File: src/rtl/pc_sequencer.sv
// Program-counter sequencer: FETCH -> EXEC -> (STALL) -> FETCH, one retirement per EXEC/STALL exit.
// Data-memory busy parks the resolved next-PC in STALL; instruction-memory busy holds FETCH.
module pc_sequencer (
  input  logic        clk_i,
  input  logic        rst_ni,
  input  logic        imem_busywait_i,
  input  logic        jump_i,
  input  logic        branch_i,
  input  logic        zero_i,
  input  logic [7:0]  offset_i,
  input  logic        dmem_busywait_i,
  output logic [31:0] pc_o,
  output logic        imem_read_o,
  output logic        instr_valid_o,
  output logic        pc_select_o,
  output logic [31:0] pc_next_o,
  output logic [15:0] instr_count_o
);

  typedef enum logic [1:0] {FETCH, EXEC, STALL} state_e;

  state_e      state_q, state_d;
  logic [31:0] pc_q, pc_d;
  logic [31:0] lat_next_q, lat_next_d;
  logic        lat_sel_q, lat_sel_d;
  logic [15:0] cnt_q, cnt_d;
  logic        armed_q;

  logic        take;
  logic [31:0] pc_plus4;
  logic [31:0] target;
  logic [31:0] exec_next;

  assign pc_plus4  = pc_q + 32'd4;
  assign target    = pc_plus4 + {{22{offset_i[7]}}, offset_i, 2'b00};
  assign take      = jump_i | (branch_i & zero_i);
  assign exec_next = take ? target : pc_plus4;

  assign pc_o          = pc_q;
  assign instr_count_o = cnt_q;

  always_comb begin
    state_d       = state_q;
    pc_d          = pc_q;
    lat_next_d    = lat_next_q;
    lat_sel_d     = lat_sel_q;
    cnt_d         = cnt_q;
    imem_read_o   = 1'b0;
    instr_valid_o = 1'b0;
    pc_select_o   = 1'b0;
    pc_next_o     = 32'h0;
    unique case (state_q)
      FETCH: begin
        // armed_q keeps the request low until the first edge after reset release
        imem_read_o = armed_q;
        if (armed_q && !imem_busywait_i) state_d = EXEC;
      end
      EXEC: begin
        instr_valid_o = 1'b1;
        pc_select_o   = take;
        pc_next_o     = exec_next;
        if (dmem_busywait_i) begin
          lat_next_d = exec_next;
          lat_sel_d  = take;
          state_d    = STALL;
        end else begin
          pc_d    = exec_next;
          cnt_d   = cnt_q + 16'd1;
          state_d = FETCH;
        end
      end
      STALL: begin
        pc_select_o = lat_sel_q;
        pc_next_o   = lat_next_q;
        if (!dmem_busywait_i) begin
          pc_d    = lat_next_q;
          cnt_d   = cnt_q + 16'd1;
          state_d = FETCH;
        end
      end
      default: state_d = FETCH;
    endcase
  end

  always_ff @(posedge clk_i or negedge rst_ni) begin
    if (!rst_ni) begin
      state_q    <= FETCH;
      pc_q       <= 32'h0;
      lat_next_q <= 32'h0;
      lat_sel_q  <= 1'b0;
      cnt_q      <= 16'h0;
      armed_q    <= 1'b0;
    end else begin
      state_q    <= state_d;
      pc_q       <= pc_d;
      lat_next_q <= lat_next_d;
      lat_sel_q  <= lat_sel_d;
      cnt_q      <= cnt_d;
      armed_q    <= 1'b1;
    end
  end

endmodule

File: config.mk
export PLATFORM = sky130hd
export DESIGN_NAME = pc_sequencer
export DESIGN_NICKNAME = d
export VERILOG_FILES = /design/src/rtl/pc_sequencer.sv
export SDC_FILE = /design/constraint.sdc
export NUM_CORES = 1
export LEC_CHECK = 0
export BUFFER_PORTS_ARGS = -buffer_cell sky130_fd_sc_hd__buf_2
export CAP_MARGIN = 20
export CORE_MARGIN = 10
export CORE_UTILIZATION = 43
export CTS_CLUSTER_SIZE = 40
export DETAILED_ROUTE_END_ITERATION = 16
export GPL_ROUTABILITY_DRIVEN = 0
export SLEW_MARGIN = 20
export SYNTH_ARGS = -nofsm -noshare
export SYNTH_HDL_FRONTEND = slang
export SYNTH_SLANG_ARGS = --single-unit
File: constraint.sdc
create_clock -name clk_i -period 5.9 [get_ports clk_i]
set_clock_uncertainty 0.05 [all_clocks]
set_input_delay 1.475 -clock clk_i [delete_from_list [all_inputs] [get_ports clk_i]]
set_output_delay 1.475 -clock clk_i [all_outputs]
set_load 0.1 [all_outputs]
==> flow_summary.toml, run 1 <==
[run_status]
status = "completed"

[worst_setup_path]
worst-setup-path-type = "in2out"
critPathMaxFanout = 16
endpoint_kind = "output port"
cp.arrival_ps = 4280
cp_data_required_time_ps = 4380
startpoint_type = "input port"
crit_start = "offset_i[7]"
rr_startpoint = "pc_o[8]"

[placed_design]
place_ws_ps = 44.30
dp_cells = 1078
numPortBuffers = 97
detailedPlacementHpwl_mm = 15.13

[logic_synthesis]
synth_area_leaders = "dfrtp_1 32%, ha_1 7.0%, nand2_1 6.5%"
synth.top_cell.area_share_pct = 31.92
synth-compound-area-share_pct = 21.47
yosys.area_share.simple_pct = 20.37
syn_nets = 862
synthAdderAreaFrac_pct = 7.334
postSynthCellCount = 809
syn_area_per_cell_um2 = 8.140
synth_mux_area_share_pct = 5.776
synthXorXnorAreaFrac_pct = 8.379
syn_area_mm2 = 0.006585
yosysSeqAreaShare_pct = 31.92
synth_edf_count = 0
synth_top_family_by_area = "compound AO/OA/AOI/OAI gates"
yosysTopAreaCell = "dfrtp_1"
yosys_warnings = 0
async_reset_ff_share_pct = 100.0
synthFlopType = "dfrtp_1"
synth.distinct_cells = 60
ys_ff_latch = 84

[drt]
avgRoutedWirePerCell_um = 19.14
drc_errors = 0
drt-pass1-iter-count = 5
ant_nets = 0
drt_iter0_drc = 689
vias = 6528
route.detailed.vias_per_inst = 5.892
routed_wl_mm = 21.21

[clock_network]
clockBufferDepth = 2
cts_hold_buf = 0
cts.sinks = 84
clk_latency_ps = 360
path_clk_slew_ps = 70
h-tree-depth = 3
numCtsBuffers = 9
cts_tree = "done"
cts_root_buf = "clkbuf_16"

[grt]
grt_pass1_wl_mm = 32.80
grt_pass1_vias = 6239
antenna_found_initial = 0
grt_usage_pct = 19.93
grt_max_degree = 58
overflow = 0

[floorplan]
core_mm2 = 0.01509
chipHeight_um = 143.8
initial_utilization_pct = 43.64
io_pins = 98
die_w_um = 143.8
fp.dieArea_mm2 = 0.02066
floorplan.rows = 45

[timing]
setup_viol = 0
fin_crit_sh_pct = 98.31
finalHoldViolations = 0
slew_headroom_pct = 24.57
min_period_ps = 5800
worst_slack_ps = 99.73
max_freq_mhz = 172.4
tightest_slew_ps = 1132
drv_slew = 0
setup_tns_ps = 0

[worst_hold_path]
min_from = "lat_next_q[23]"
min_path_type = "reg2reg"

[finish]
diodes = 0
nNetsFinal = 968
area_growth_pct = 27.00
drive_above_1_share_pct = 27.83
layout.cells.non_filler = 1108

[run]
maxCapViolations = 0
-- worst max-delay path, cell delays in order --
cell	delay, ps
clkbuf_4	250
ha_1	400
a21oi_1	200
o21ai_1	190
a21oi_2	260
a311oi_4	140
a2111o_1	310
a21o_1	190
xnor2_1	190
nand2_2	130
a311oi_4	320
buf_12	220
-- metrics by stage --
step / util, % / hold slack, ps / instance area (µm²)
detailed placement: 51.02 / 414.5 / 7699
finish: 55.42 / 426.0 / 8363
global route: 55.42 / 460.2 / 8363
floorplan: - / 392.4 / 6700
global placement: 51.00 / 406.6 / 7696
CTS: 53.19 / 431.0 / 8026
-- path summary, 6_finish.rpt --
| kind | endpoint | slack (ps) | cells after the start |
|---|---|---|---|
| worst max-delay path | pc_next_o[29] | 100 | 12 |
| worst min-delay path | lat_next_q[23] | 430 | 2 |
| worst max register to register | pc_o[26] | 1950 | 18 |
| worst min register to register | lat_next_q[23] | 430 | 2 |
| max in group asynchronous | pc_o[3] | 3700 | 2 |
| min in group asynchronous | pc_o[2] | 970 | 1 |
-- synthesized netlist by cell type (4+ instances only) --
| cell | n |
|---|---|
| a211oi_1 | 9 |
| a21o_1 | 16 |
| a21oi_1 | 56 |
| a221oi_1 | 4 |
| a22oi_1 | 14 |
| a31oi_1 | 10 |
| and2_1 | 9 |
| and3_1 | 13 |
| buf_2 | 4 |
| buf_4 | 4 |
| buf_6 | 5 |
| clkbuf_1 | 29 |
| dfrtp_1 | 84 |
| ha_1 | 37 |
| inv_1 | 21 |
| mux2_2 | 16 |
| mux2i_1 | 20 |
| nand2_1 | 114 |
| nand2b_1 | 5 |
| nand3_1 | 32 |
| nand4_1 | 16 |
| nor2_1 | 74 |
| nor3_1 | 10 |
| o211ai_1 | 4 |
| o21a_1 | 7 |
| o21ai_0 | 78 |
| o21ai_1 | 5 |
| xnor2_1 | 40 |
| xor2_1 | 23 |
-- cells in the final DEF (no fill, tap or decap), types with 4 or more instances in the layout --
master	count
a221oi_1	4
nand2b_1	5
dfrtp_2	11
a21o_1	16
ha_2	4
o211ai_1	4
buf_12	19
nand4_1	16
clkbuf_16	9
mux2i_1	20
nor3_1	8
o21ai_1	7
nor2_2	9
a31oi_1	9
buf_2	76
mux2_2	16
ha_1	28
buf_4	42
dfrtp_1	67
nand2_1	111
xnor2_2	7
o21ai_2	4
and3_1	12
o21ai_0	72
a21oi_1	51
dfrtp_4	6
ha_4	5
inv_1	20
xnor2_1	33
nor2_1	65
o21a_1	7
xor2_1	23
a211oi_1	7
a22oi_1	14
a21oi_2	5
and2_1	9
nand3_1	29
-- area by class of cell --
class                           count  area (µm²)
Timing Repair Buffer              139        1095
Inverter                           22       82.58
Sequential cell                    84        2138
Clock buffer                        9       225.2
Multi-Input combinational cell    659        4511
Clock inverter                      7       76.32
Fill cell                        1354        6726
Tap cell                          188       235.2
-- layer usage --
metal	vias to the layer above	wire length, µm	track usage (%)
met4	0	444	5.965
met3	37	1589	4.785
li1	3101	-	-
met5	-	0	0
met1	3131	9581	26.92
met2	259	9593	30.75
-- state kept, by name (all words and copies together) (netlist names) --
register	count
state_q	2
instr_count_o	16
pc_o	32
armed_q	1
lat_sel_q	1
lat_next_q	32
-- kinds of logic after synthesis --
| kind of cell | count (synthesis) |
|---|---|
| compound gates | 228 |
| buf+inv | 66 |
| mux | 36 |
| simple gates | 293 |
| flops | 84 |
| other cells | 1 |
| xor+xnor | 63 |
| fa+ha+maj | 38 |
-- what timing repair did --
action	CTS	global route
cloned	0	0
pin swaps	2	21
setup buffers	1	13
endpoints found under the setup margin	3	14
resized for setup	4	48
Power of run 1 is left out: the tool's default activity adds up to more than one toggle a clock period on the data nets, which glitch-free logic cannot reach.
==> run 2: changes to the inputs <==
- PLACE_DENSITY: unset -> 0.65
- clock period: 5.9 -> 4.7 ns (I/O delays scaled with it)
==> run 2 against run 1 <==
Compared with the run above: the run now ends with setup timing left; register-to-register slack got worse by 1700 ps; largest cell class unchanged; setup slack worse by 860 ps; final cell count grew 15%; utilization increased by 15 points.
==> flow_summary.toml, run 2 (synthesis results as in run 1) <==
[worst_hold_path]
min_path_type = "reg2reg"
min_from = "instr_count_o[15]"
whs_path_depth = 1

[drt]
vias = 7451
routed_wl_mm = 25.71
ant_nets = 0
route.detailed.vias_per_inst = 5.849
drt_iter0_drc = 800
avgRoutedWirePerCell_um = 20.18
drc_errors = 0
drt-pass1-iter-count = 7

[finish]
fillCellCount = 1081
layout_commonest_cell = "buf_4"
area_growth_pct = 61.83
drive_above_1_share_pct = 47.70
final_cell_mix = "195 x buf_4, 104 x nand2_1, 63 x dfrtp_1, 63 x buf_2, 60 x o21ai_0"
fin_area_mm2 = 0.01066
fin_util_pct = 70.62
nNetsFinal = 1134
diodes = 0

[floorplan]
chipHeight_um = 143.8
floorplan.rows = 45
fp.dieArea_mm2 = 0.02066
initial_utilization_pct = 43.64
io_pins = 98
die_w_um = 143.8
core_mm2 = 0.01509

[clock_network]
clockBufferDepth = 2
clk_latency_ps = 370
h-tree-depth = 3
numCtsBuffers = 9
cts_tree = "done"
cts_hold_buf = 0
cts.sinks = 84
path_clk_slew_ps = 80
cts_root_buf = "clkbuf_16"

[timing]
rsz0062_at_grt = "true"
finalHoldViolations = 0
setup_viol = 22
drv_slew = 0
tightest_slew_ps = 1039
min_period_ps = 5456
setup_tns_ps = -10910
max_freq_mhz = 183.3
slew_headroom_pct = 30.64
fin_crit_sh_pct = 116.1
worst_slack_ps = -755.6

[worst_setup_path]
crit_path_frequent_cell = "nand4_1"
critPathSlowestCell = "dfrtp_4"
endpoint_kind = "output port"
cpPeakStageDelay_ps = 450
critPathMaxFanout = 4
crit_start = "pc_o[6]"
rrSetupSlack_ps = 250
worst-setup-path-type = "reg2out"
cp_data_required_time_ps = 3470
crit_chain = "nand4_1, buf_4, nor3_4, nand3_1, xnor2_2, ha_1, nand4_1, nor4b_4, nand3_2, a311oi_2, a2111o_1, a21o_1, xnor2_1, nand2_1, a311oi_4, buf_12"
ff2ff_path_depth = 28
cp.arrival_ps = 4230
startpoint_type = "register"
rr_startpoint = "pc_o[3]"

[grt]
grt_usage_pct = 22.61
antenna_found_initial = 0
grt_pass1_wl_mm = 37.22
grt_max_degree = 62
overflow = 0
grt_pass1_vias = 7043

[placed_design]
placed_cell_area_mm2 = 0.008954
place_ws_ps = -468.9
detailedPlacementHpwl_mm = 16.27
numPortBuffers = 97

[run_status]
violations = "setup timing"
status = "finished, violations left"

[run]
maxCapViolations = 0
==> run 2: metal layers <==
layer	vias up	wire, µm	track usage (%)
met5	-	0	0
met4	0	853	8.544
met3	76	1935	3.069
met2	370	12230	36.45
met1	3589	10690	30.06
li1	3416	-	-
==> run 2: cell type report <==
| class | instances | area (µm²) | share of cell area [%] |
|---|---|---|---|
| Clock buffer | 9 | 225.2 | 2.113 |
| Clock inverter | 7 | 81.33 | 0.7632 |
| Inverter | 22 | 82.58 | 0.7749 |
| Multi-Input combinational cell | 659 | 5281 | 49.56 |
| Sequential cell | 84 | 2166 | 20.32 |
| Tap cell | 188 | 235.2 | 2.207 |
| Timing Repair Buffer | 305 | 2585 | 24.26 |
==> run 2: per-stage QoR <==
step,std cells,hold slack [ps]
4_1_cts,1245,421.9
3_5_place_dp,1200,411.9
5_1_grt,1274,443.6
6_report,1274,421.4
2_1_floorplan,809,392.4
3_3_place_gp,1200,409.9
==> run 2: critical path, delay by kind of cell, from the launching register on <==
family | cells | cell delay [ps]
AND/OR/NAND/NOR | 7 | 1310
adder cells (fa/ha/maj) | 1 | 320
buffers and inverters | 2 | 440
flip-flops | 1 | 450
AO/OA/AOI/OAI | 4 | 1020
XOR/XNOR | 2 | 300
==> run 2: worst paths after layout <==
check                                     to
setup / recovery               pc_next_o[29]
setup reg to reg                    pc_o[12]
hold reg to reg            instr_count_o[15]
max in group asynchronous      lat_next_q[7]
min in group asynchronous            pc_o[3]
hold / removal             instr_count_o[15]
==> run 2: timing repair <==
item | 4_1_cts | 5_1_grt
setup buffers | 32 | 32
setup endpoints to repair | 23 | 25
pin swaps | 30 | 62
cloned | 0 | 0
resized for setup | 88 | 96
Power of run 2 is left out for the same reason.
